### config.mk
export PLATFORM = sky130hd
export DESIGN_NAME = fetch_stage
export DESIGN_NICKNAME = d
export VERILOG_FILES = /design/src/rtl/fetch_stage.sv
export SDC_FILE = /design/constraint.sdc
export NUM_CORES = 1
export LEC_CHECK = 0
export ABC_AREA = 1
export CORE_ASPECT_RATIO = 1.75
export CORE_MARGIN = 5
export CORE_UTILIZATION = 54
export DETAILED_ROUTE_END_ITERATION = 7
export HOLD_SLACK_MARGIN = 0.08
export PLACE_DENSITY = 0.95
export REMOVE_ABC_BUFFERS = 1
export SLEW_MARGIN = 30
export SYNTH_ARGS = -nofsm -noshare
export SYNTH_HDL_FRONTEND = slang
export SYNTH_SLANG_ARGS = --single-unit
export TNS_END_PERCENT = 20
### constraint.sdc
create_clock -name clk -period 4.8 [get_ports clk]
set_input_delay 0.72 -clock clk [delete_from_list [all_inputs] [get_ports clk]]
set_output_delay 0.72 -clock clk [all_outputs]
set_load 0.03 [all_outputs]
### src/rtl/fetch_stage.sv
// ---------------------------------------------------------------------------
// fetch_stage
//
// Instruction-fetch stage of an in-order pipeline. It issues word-aligned
// requests to an instruction memory that may insert wait states, and it
// presents each fetched word in the IF/ID pipeline register together with its
// PC and PC+4.
//
// The hazard unit can do three things to this stage:
//   stall        : hold the IF/ID register.
//   flush        : load IF/ID with a bubble.
//   branch_taken : redirect the PC to branch_target.
//
// If a word returns while IF/ID is stalled, it is parked in a one-entry
// buffer, and memory requests pause until the stall clears.
//
// If a redirect arrives while a request is still waiting on memory, the
// request is allowed to finish at its original address and its data is
// thrown away. This keeps the memory handshake legal: the address is never
// changed while a request is pending.
//
// Ports
//   clk            in   rising-edge clock
//   reset          in   asynchronous, active-high reset
//   stall          in   hold IF/ID
//   flush          in   force a bubble into IF/ID
//   branch_taken   in   redirect request
//   branch_target  in   redirect address (bits [1:0] ignored)
//   imem_req       out  instruction-memory request valid
//   imem_addr      out  request address
//   imem_ready     in   memory returns imem_rdata this cycle
//   imem_rdata     in   instruction word, valid with imem_ready
//   instruction    out  IF/ID instruction
//   pc_current     out  IF/ID PC of instruction
//   pc_plus_4      out  IF/ID pc_current + 4
// ---------------------------------------------------------------------------
module fetch_stage #(
    parameter int                         data_width    = 32,
    parameter int                         address_width = 12,
    parameter logic [address_width-1:0]   RESET_PC      = 12'h000,
    parameter logic [data_width-1:0]      NOP_INSTR     = 32'h00000013
) (
    input  logic                     clk,
    input  logic                     reset,
    input  logic                     stall,
    input  logic                     flush,
    input  logic                     branch_taken,
    input  logic [address_width-1:0] branch_target,
    output logic                     imem_req,
    output logic [address_width-1:0] imem_addr,
    input  logic                     imem_ready,
    input  logic [data_width-1:0]    imem_rdata,
    output logic [data_width-1:0]    instruction,
    output logic [address_width-1:0] pc_current,
    output logic [address_width-1:0] pc_plus_4
);

    // FETCH   : requesting at pc.
    // DISCARD : finishing an abandoned request at kill_addr; its data is dropped.
    // HOLD    : a returned word is parked in hold_buf while IF/ID is stalled.
    localparam logic [1:0] ST_FETCH   = 2'd0;
    localparam logic [1:0] ST_DISCARD = 2'd1;
    localparam logic [1:0] ST_HOLD    = 2'd2;

    localparam logic [address_width-1:0] PC_STEP    = address_width'(4);
    localparam logic [address_width-1:0] ALIGN_MASK = ~address_width'(3);

    // Instructions are word-aligned, so the two low address bits are always zero.
    function automatic logic [address_width-1:0] word_align(
        input logic [address_width-1:0] addr
    );
        return addr & ALIGN_MASK;
    endfunction

    logic [1:0]               r_state;
    logic [1:0]               w_state_nxt;
    logic [address_width-1:0] r_pc;
    logic [address_width-1:0] w_pc_nxt;
    logic [address_width-1:0] w_pc_inc;
    logic [address_width-1:0] r_kill_addr;
    logic [address_width-1:0] w_kill_nxt;
    logic [data_width-1:0]    r_hold_buf;
    logic [data_width-1:0]    w_hold_nxt;

    // IF/ID register update controls
    logic                     w_ifid_load;
    logic                     w_ifid_bubble;
    logic [data_width-1:0]    w_ifid_word;

    logic [data_width-1:0]    r_instr_p1;
    logic [address_width-1:0] r_pc_p1;
    logic [address_width-1:0] r_pc4_p1;

    // The PC wraps naturally at the top of the address space.
    assign w_pc_inc = r_pc + PC_STEP;

    // HOLD pauses new requests. In DISCARD, the abandoned address stays on the
    // bus until memory finishes that request.
    assign imem_req  = (r_state != ST_HOLD);
    assign imem_addr = (r_state == ST_DISCARD) ? r_kill_addr : r_pc;

    // -----------------------------------------------------------------------
    // Next-state and IF/ID control.
    //
    // The IF/ID update follows one rule in every state:
    //   - flush                : always a bubble;
    //   - a word is delivered  : load it;
    //   - stall (nothing else) : hold;
    //   - otherwise            : bubble.
    //
    // branch_taken always owns the next PC, whether or not IF/ID is stalled.
    // -----------------------------------------------------------------------
    always_comb begin
        w_state_nxt   = r_state;
        w_pc_nxt      = r_pc;
        w_kill_nxt    = r_kill_addr;
        w_hold_nxt    = r_hold_buf;
        w_ifid_load   = 1'b0;
        w_ifid_bubble = 1'b0;
        w_ifid_word   = imem_rdata;

        case (r_state)
            ST_FETCH: begin
                if (branch_taken) begin
                    w_pc_nxt      = word_align(branch_target);
                    w_ifid_bubble = flush || !stall;
                    // A word that has already returned is simply dropped. A
                    // request still in flight must complete first, so remember
                    // its address and drain it in DISCARD.
                    if (!imem_ready) begin
                        w_kill_nxt  = r_pc;
                        w_state_nxt = ST_DISCARD;
                    end
                end else if (flush) begin
                    // The returned word (if any) is dropped and the PC stays,
                    // so the same address is fetched again.
                    w_ifid_bubble = 1'b1;
                end else if (imem_ready && !stall) begin
                    w_ifid_load = 1'b1;
                    w_pc_nxt    = w_pc_inc;
                end else if (imem_ready) begin
                    w_hold_nxt  = imem_rdata;
                    w_state_nxt = ST_HOLD;
                end else begin
                    w_ifid_bubble = !stall;
                end
            end

            ST_DISCARD: begin
                // A later redirect replaces an earlier one.
                if (branch_taken) begin
                    w_pc_nxt = word_align(branch_target);
                end
                if (imem_ready) begin
                    w_state_nxt = ST_FETCH;
                end
                w_ifid_bubble = flush || !stall;
            end

            ST_HOLD: begin
                if (branch_taken) begin
                    // The parked word is on the wrong path; just leave it unused.
                    w_pc_nxt      = word_align(branch_target);
                    w_state_nxt   = ST_FETCH;
                    w_ifid_bubble = flush || !stall;
                end else if (flush) begin
                    // The PC was not advanced for the parked word, so it will
                    // be fetched again from the same address.
                    w_state_nxt   = ST_FETCH;
                    w_ifid_bubble = 1'b1;
                end else if (!stall) begin
                    w_ifid_load = 1'b1;
                    w_ifid_word = r_hold_buf;
                    w_pc_nxt    = w_pc_inc;
                    w_state_nxt = ST_FETCH;
                end
            end

            default: begin
                w_state_nxt = ST_FETCH;
            end
        endcase
    end

    // -----------------------------------------------------------------------
    // Fetch control state
    // -----------------------------------------------------------------------
    always_ff @(posedge clk or posedge reset) begin
        if (reset) begin
            r_state     <= ST_FETCH;
            r_pc        <= word_align(RESET_PC);
            r_kill_addr <= '0;
            r_hold_buf  <= '0;
        end else begin
            r_state     <= w_state_nxt;
            r_pc        <= w_pc_nxt;
            r_kill_addr <= w_kill_nxt;
            r_hold_buf  <= w_hold_nxt;
        end
    end

    // -----------------------------------------------------------------------
    // IF/ID pipeline register (stage 1)
    // -----------------------------------------------------------------------
    always_ff @(posedge clk or posedge reset) begin
        if (reset) begin
            r_instr_p1 <= NOP_INSTR;
            r_pc_p1    <= '0;
            r_pc4_p1   <= '0;
        end else if (w_ifid_bubble) begin
            r_instr_p1 <= NOP_INSTR;
            r_pc_p1    <= '0;
            r_pc4_p1   <= '0;
        end else if (w_ifid_load) begin
            r_instr_p1 <= w_ifid_word;
            r_pc_p1    <= r_pc;
            r_pc4_p1   <= w_pc_inc;
        end
    end

    assign instruction = r_instr_p1;
    assign pc_current  = r_pc_p1;
    assign pc_plus_4   = r_pc4_p1;

endmodule

After elaboration in Yosys (flattened, before gate mapping)
Cells that the tools add are included.
Widths: inputs -> output; s select.
{"block": "op_classes", "add_sub_neg": 1, "eq_ne": 13, "n_mux": 43, "n_bitwise": 4, "reduce_logical": 10}
{"op": "$mux 32", "n": 6}
{"op": "$mux 12", "n": 12}
{"op": "$pmux 12 s3", "n": 1}
{"op": "$ne 3x3->1 const B", "n": 7}
{"op": "$mux 2", "n": 9}
{"op": "$add 12x3->12 const B", "n": 1}
{"op": "$mux 1", "n": 12}
{"op": "$reduce_and 6->1", "n": 2}
{"op": "$ne 2x2->1 const B", "n": 3}
{"op": "$pmux 2 s3", "n": 1}
{"op": "$reduce_and 5->1", "n": 1}
{"op": "$ne 4x4->1 const B", "n": 1}
{"op": "$not 1->1", "n": 4}
{"op": "$pmux 1 s3", "n": 1}
{"op": "$reduce_and 3->1", "n": 1}
{"op": "$reduce_bool 3->1", "n": 1}
{"op": "$eq 2x1->1 const B", "n": 1}
{"op": "$eq 2x2->1 const B", "n": 1}
{"op": "$logic_not 2->1", "n": 1}
{"op": "$pmux 1 s2", "n": 1}
{"op": "$reduce_bool 2->1", "n": 1}
{"op": "$logic_and 1x1->1", "n": 1}
{"op": "$logic_not 1->1", "n": 1}
{"op": "$logic_or 1x1->1", "n": 1}
{"block": "totals", "regBits": 114}

Depth between registers and ports, before layout
Gate-level depths: netlist (run 1).
{"block": "logic_depth", "word_depth": 8, "mapped_depth": 9, "depth_no_buf": 9}

Worst setup path before layout (run 1)
No wires, ideal clock.
{"block": "synth_path", "kind": "register to output", "from": "reg r_state[0]", "to": "out imem_addr[10]", "arrival_time_ps": 1429, "required_time_ps": 4080, "slack_ps": 2651, "path_stages_with_launch": 6, "n_path_buf": 2, "path_cell_list": "dfrtp_1 > buf_2 > nand2_2 > clkbuf_1 > nor2_1 > a21oi_1"}
{"block": "synth_between", "elab_chain_cells": 2}
{"item": "start, declared", "line_no": "75", "text": "logic [1:0] r_state;"}
{"item": "start signal, assigned", "line_no": "195", "text": "r_state <= w_state_nxt;"}
{"item": "$eq 2x1->1", "line_no": "100", "text": "assign imem_addr = (r_state == ST_DISCARD) ? r_kill_addr : r_pc;"}
{"item": "$mux 12", "line_no": "100"}
{"item": "end, declared", "line_no": "50", "text": "output logic [address_width-1:0] imem_addr,"}
Every way passes these cells.

Worst setup path in the final report (run 1)
{"block": "layout_path", "from": "reg r_state[0]", "to": "out imem_addr[7]"}
Same word-level chain as after synthesis.

==> results of run 1 <==
==> through the flow <==
stage / setup WS [ns] / instance area (µm²)
detailed placement: 1.696 / 6006
floorplan: 1.296 / 4730
global route: 1.736 / 6350
CTS: 1.893 / 6347
finish: 1.901 / 6350
global placement: 1.689 / 5998
==> Yosys cell counts (2+ instances only) <==
library cell	instances
nor2_1	39
dfrtp_1	103
dfstp_2	3
o211ai_1	28
inv_1	58
o21ai_1	3
inv_2	3
buf_4	6
clkbuf_1	12
o21ai_0	59
nand3_2	2
nand4_1	3
buf_6	3
nand3_1	24
nand2_2	2
nand2_1	225
buf_2	14
a21oi_1	17
==> critical path, cell delays in order (launching register included) <==
cell             delay [ns]
dfrtp_1                0.49
nand2_2                0.39
nor2_1                 0.11
a21oi_1                0.16
clkdlybuf4s50_1        0.70
==> state kept, by name, indices dropped and copies added, names as in the netlist <==
register     cells
instruction     32
r_hold_buf      32
pc_current      10
pc_plus_4       10
r_kill_addr     10
r_pc            10
r_state          2
==> cells by family after synthesis <==
group | synth area share (%)
DFF | 54.16
buffers and inverters | 8.622
other | 0.07646
AOI/OAI and AO/OA | 12.70
adders and majority gates | 0.2551
and+or+nand+nor | 24.18
==> final timing paths <==
check	startpoint	to	slack, ns	cells after the start
max	r_state[0]	imem_addr[7]	1.90	4
min	pc_current[11]	pc_current[11]	0.48	2
max reg2reg	r_state[0]	instruction[31]	2.67	5
min reg2reg	pc_current[11]	pc_current[11]	0.48	2
max in group asynchronous	reset	r_hold_buf[19]	3.02	3
min in group asynchronous	reset	pc_plus_4[3]	0.90	2
==> layer usage <==
| layer | vias to the layer above | global-route usage (%) |
|---|---|---|
| met2 | 188 | 41.49 |
| met3 | 18 | 3.846 |
| li1 | 2108 | - |
| met1 | 2074 | 27.75 |
| met4 | 0 | 8.318 |
| met5 | - | 0 |
==> cell type report <==
type,count,area [µm²]
well taps,120,150.1
repair buffers,112,1116
flip-flops and latches,106,2656
fillers,674,2629
clock buffers,11,242.7
inverters,61,234.0
clock inverters,4,98.84
multi-input cells,414,1852
==> power groups by stage <==
stage          Combinational (mW)  Clock, mW  Sequential [mW]
6_report                    0.530      0.835             1.12
3_3_place_gp                0.506          0             1.12
2_1_floorplan               0.306          0             1.14
5_1_grt                     0.590      0.888             1.13
3_5_place_dp                0.528          0             1.13
4_1_cts                     0.532      0.848             1.11
==> flow_metrics.tcl, run 1 <==
set metrics [dict create \
    status "complete, no violations" \
    topRoutingLayerUsed "met4" \
    grt-ovfl-total 0 \
    worst_slew_pin_slew_ns 0.8487 \
    critPathRequiredTime_ns 4.08 \
    finalNonFillerCells 828 \
    numPortBuffers 110 \
    area_growth_pct 29.46 \
    cts_setup_buffers 0 \
    critical_path_class "flip-flop to output pin" \
    fp.dieH_um 136.1 \
    placeableCoreArea_mm2 0.008979 \
    first_pass_iters 5 \
    finalCriticalPeriod_ns 2.899 \
    clkSinkCount 106 \
    hold_buffers 0 \
    drive_gt1_share_pct 4.237 \
    clockPowerShare_pct 33.6 \
    power.leakage_nw 3.267 \
    grt_pass1_wl_mm 20.46 \
    antenna_cells 0 \
    htreeDepth 3 \
    placed_cells 813 \
    synth_edf_count 0 \
    dr_wl_met2_mm 6.680 \
    hpwl_mm 8.540 \
    initial_core_util_pct 54.63 \
    final_cell_mix "nand2_1 (225), clkdlybuf4s50_1 (110), dfrtp_1 (103), o21ai_0 (59), inv_1 (57)" \
    async_flop_share_pct 100.0 \
    clock_skew_ns 0.007431 \
    finalMaxSlewViolations 0 \
    slew_headroom_pct 43.33 \
    yosys_warnings 0 \
    synth_seq_area_share_pct 54.16 \
    powerDensity_mw_per_mm2 391.0 \
    nNetsFinal 755 \
    final_common_cell "nand2_1" \
    cts-root-buf "clkbuf_16" \
    dieArea_mm2 0.01116 \
    p_int_mw 1.750 \
    synthCells 611 \
    p_switching_uw 732.8 \
    cts_made_buffers 9 \
    synth.largest_area_cell "dfrtp_1" \
    start_kind "flip-flop" \
    pwr-share-seq_pct 45.0 \
    drtIter0Drc 290 \
    worstSkewPairLatency_ns 0.33 \
    synth.distinct_cells 25 \
    setup-tns-final_ns 0 \
    vias_per_cell 5.300 \
    synth-main-ff-cell "dfrtp_1" \
    rsz0062_at_grt "false" \
    synth_area_leaders "dfrtp_1 (53%), nand2_1 (17%), o21ai_0 (6.0%), inv_1 (4.4%), o211ai_1 (4.3%)" \
    gp_congestion 0.9219 \
    finalHoldWorstSlack_ns 0.4831 \
    p_total_mw 2.483 \
    hold_viol 0 \
    setup_violations 0 \
    num_io_pins 119 \
    p_comb_share_pct 21.3 \
    final_antenna_net_count 0 \
    grt.total_usage_pct 23.34 \
    met1_length_mm 4.649 \
    syn-cell-area_mm2 0.004905 \
    endpoint_kind "output pin" \
    cts-resized-gates 0 \
    clk_pin_slew_ns 0.07 \
    drcViolationCount 0 \
    cts_tree "built" \
    finalWirelength_mm 12.20 \
    grt_start_max_net_pins 77 \
    crit_fanout 23 \
    die-width_um 82.04 \
    vias 4388 \
    grt_pass1_vias 4394 \
    peakVddDrop_uv 273.9 \
    ys_ff_latch 106 \
    critPathArrivalTime_ns 2.18 \
    period_share_pct 60.40 \
    synth.avg_cell_area_um2 8.027 \
    rows 46 \
    wl_per_cell_um 14.73 \
    met3_wirelength_um 682 \
    switching_share_pct 29.51 \
    yosys.area.top_type_share_pct 52.55 \
    antenna_found_initial 0 \
    fmax_mhz 344.9 \
    holdCritPathClass "flip-flop to flip-flop" \
    cap_violations 0 \
    utilization_pct 70.72 \
    cts_buffer_depth 2 \
]
(Power assumes the default switching activity.)
==> run 2, diff against run 1 <==
CORE_UTILIZATION = 50   (was 54)
PLACE_DENSITY = 0.9   (was 0.95)
clock period = 2.7 ns   (was 4.8 ns; I/O delays follow)
==> flow_metrics.tcl, run 2 (synthesis gave the netlist of run 1 again) <==
set metrics [dict create \
    status "complete, no violations" \
    cts-root-buf "clkbuf_16" \
    cts_setup_buffers 0 \
    cts_tree "built" \
    multiInputGateArea_mm2 0.001849 \
    num_io_pins 119 \
    cts_made_buffers 9 \
    period_share_pct 91.49 \
    slew_headroom_pct 53.28 \
    seqCellArea_mm2 0.002656 \
    grt.total_usage_pct 21.29 \
    final_antenna_net_count 0 \
    rows 48 \
    critical_path_class "flip-flop to output pin" \
    clock_skew_ns 0.008194 \
    setup_violations 0 \
    finalHoldWorstSlack_ns 0.4638 \
    die-width_um 84.87 \
    vias_per_cell 5.275 \
    clkSinkCount 106 \
    grt_pass1_wl_mm 20.67 \
    finalCriticalPeriod_ns 2.470 \
    rsz0062_at_grt "false" \
    cts_buffer_depth 2 \
    critPathRequiredTime_ns 2.30 \
    drcViolationCount 0 \
    crit_fanout 23 \
    powerDensity_mw_per_mm2 689.8 \
    antenna_found_initial 0 \
    nNetsFinal 762 \
    grt-ovfl-total 0 \
    path_cells "nand2_4 > a21oi_1 > clkdlybuf4s50_1" \
    holdCritPathClass "input port to async pin" \
    utilization_pct 66.26 \
    cts-resized-gates 0 \
    final_common_cell "nand2_1" \
    gp_congestion 0.9350 \
    worst_path_largest_cell_delay_ns 0.70 \
    endpoint_kind "output pin" \
    first_pass_iters 5 \
    fmax_mhz 404.8 \
    worstSkewPairLatency_ns 0.34 \
    worst_slew_pin_slew_ns 0.6988 \
    finalWirelength_mm 12.38 \
    htreeDepth 3 \
    finalMaxSlewViolations 0 \
    grt_start_max_net_pins 66 \
    hold_buffers 0 \
    p_total_mw 4.447 \
    dieArea_mm2 0.01197 \
    slowest_stage "clkdlybuf4s50_1" \
    initial_core_util_pct 50.41 \
    fp.dieH_um 141.0 \
    numPortBuffers 110 \
    drive_gt1_share_pct 5.447 \
    placeableCoreArea_mm2 0.009729 \
    area_growth_pct 31.43 \
    critPathArrivalTime_ns 2.07 \
    antenna_cells 0 \
    drtIter0Drc 205 \
    peakVddDrop_uv 498.7 \
    fill_cells 804 \
    r2r_slack_ns 0.88 \
    hpwl_mm 8.768 \
    start_kind "flip-flop" \
    cap_violations 0 \
    clk_pin_slew_ns 0.07 \
    wl_per_cell_um 14.72 \
    power.leakage_nw 3.322 \
    grt_pass1_vias 4542 \
    hold_viol 0 \
    vias 4436 \
    final_cell_mix "nand2_1 (225), clkdlybuf4s50_1 (110), dfrtp_1 (103), o21ai_0 (59), inv_1 (57)" \
]
## run 2: cell types whose count changed in the layout (fill, tap and decap cells not counted), sizes merged
cell / delta
inv: +2
clkinv: +1
clkbuf: -2
buf: +7
## run 2: per-layer routing
metal | vias up | track usage (%) | routed length, µm
met5 | - | 0 | 0
met4 | 0 | 10.34 | 382
met3 | 37 | 5.439 | 669
met2 | 166 | 37.22 | 6546
met1 | 2106 | 23.83 | 4778
li1 | 2127 | - | -
## run 2: power by group
part,leakage (nW),internal [mW],switching [mW]
logic,1.77,0.370,0.589
registers,1.38,1.82,0.165
clock network,0.171,0.914,0.585
## run 2: metrics by stage
step,setup TNS [ns],worst slack (ns),instances,area (µm²)
6_report,0,0.2298,841,6446
5_1_grt,0,0.1343,841,6446
4_1_cts,0,0.1125,841,6441
3_5_place_dp,0,0.3565,825,6095
3_3_place_gp,0,0.4499,825,6095
2_1_floorplan,-50.36,-0.4889,581,4730
## run 2: area by class of cell
cell class,instances,area share [%]
clock buffers,9,3.494
clock inverters,7,1.883
inverters,61,3.591
flip-flops and latches,106,41.21
well taps,125,2.426
multi-input cells,414,28.69
repair buffers,119,18.71
## run 2: worst max-delay path, delay by kind of cell, from the launching register on
kind / cells / cell delay (ns)
AOI/OAI and AO/OA: 1 / 0.21
buffers and inverters: 1 / 0.70
DFF: 1 / 0.58
and+or+nand+nor: 1 / 0.23
## run 2: worst paths after layout
path	startpoint	to	cells after the start
setup / recovery	r_state[0]	imem_addr[2]	3
hold / removal	reset	instruction[10]	2
setup reg to reg	r_state[0]	pc_plus_4[4]	4
hold reg to reg	instruction[25]	instruction[25]	2
max in group asynchronous	reset	r_kill_addr[8]	3
min in group clk	instruction[25]	instruction[25]	2
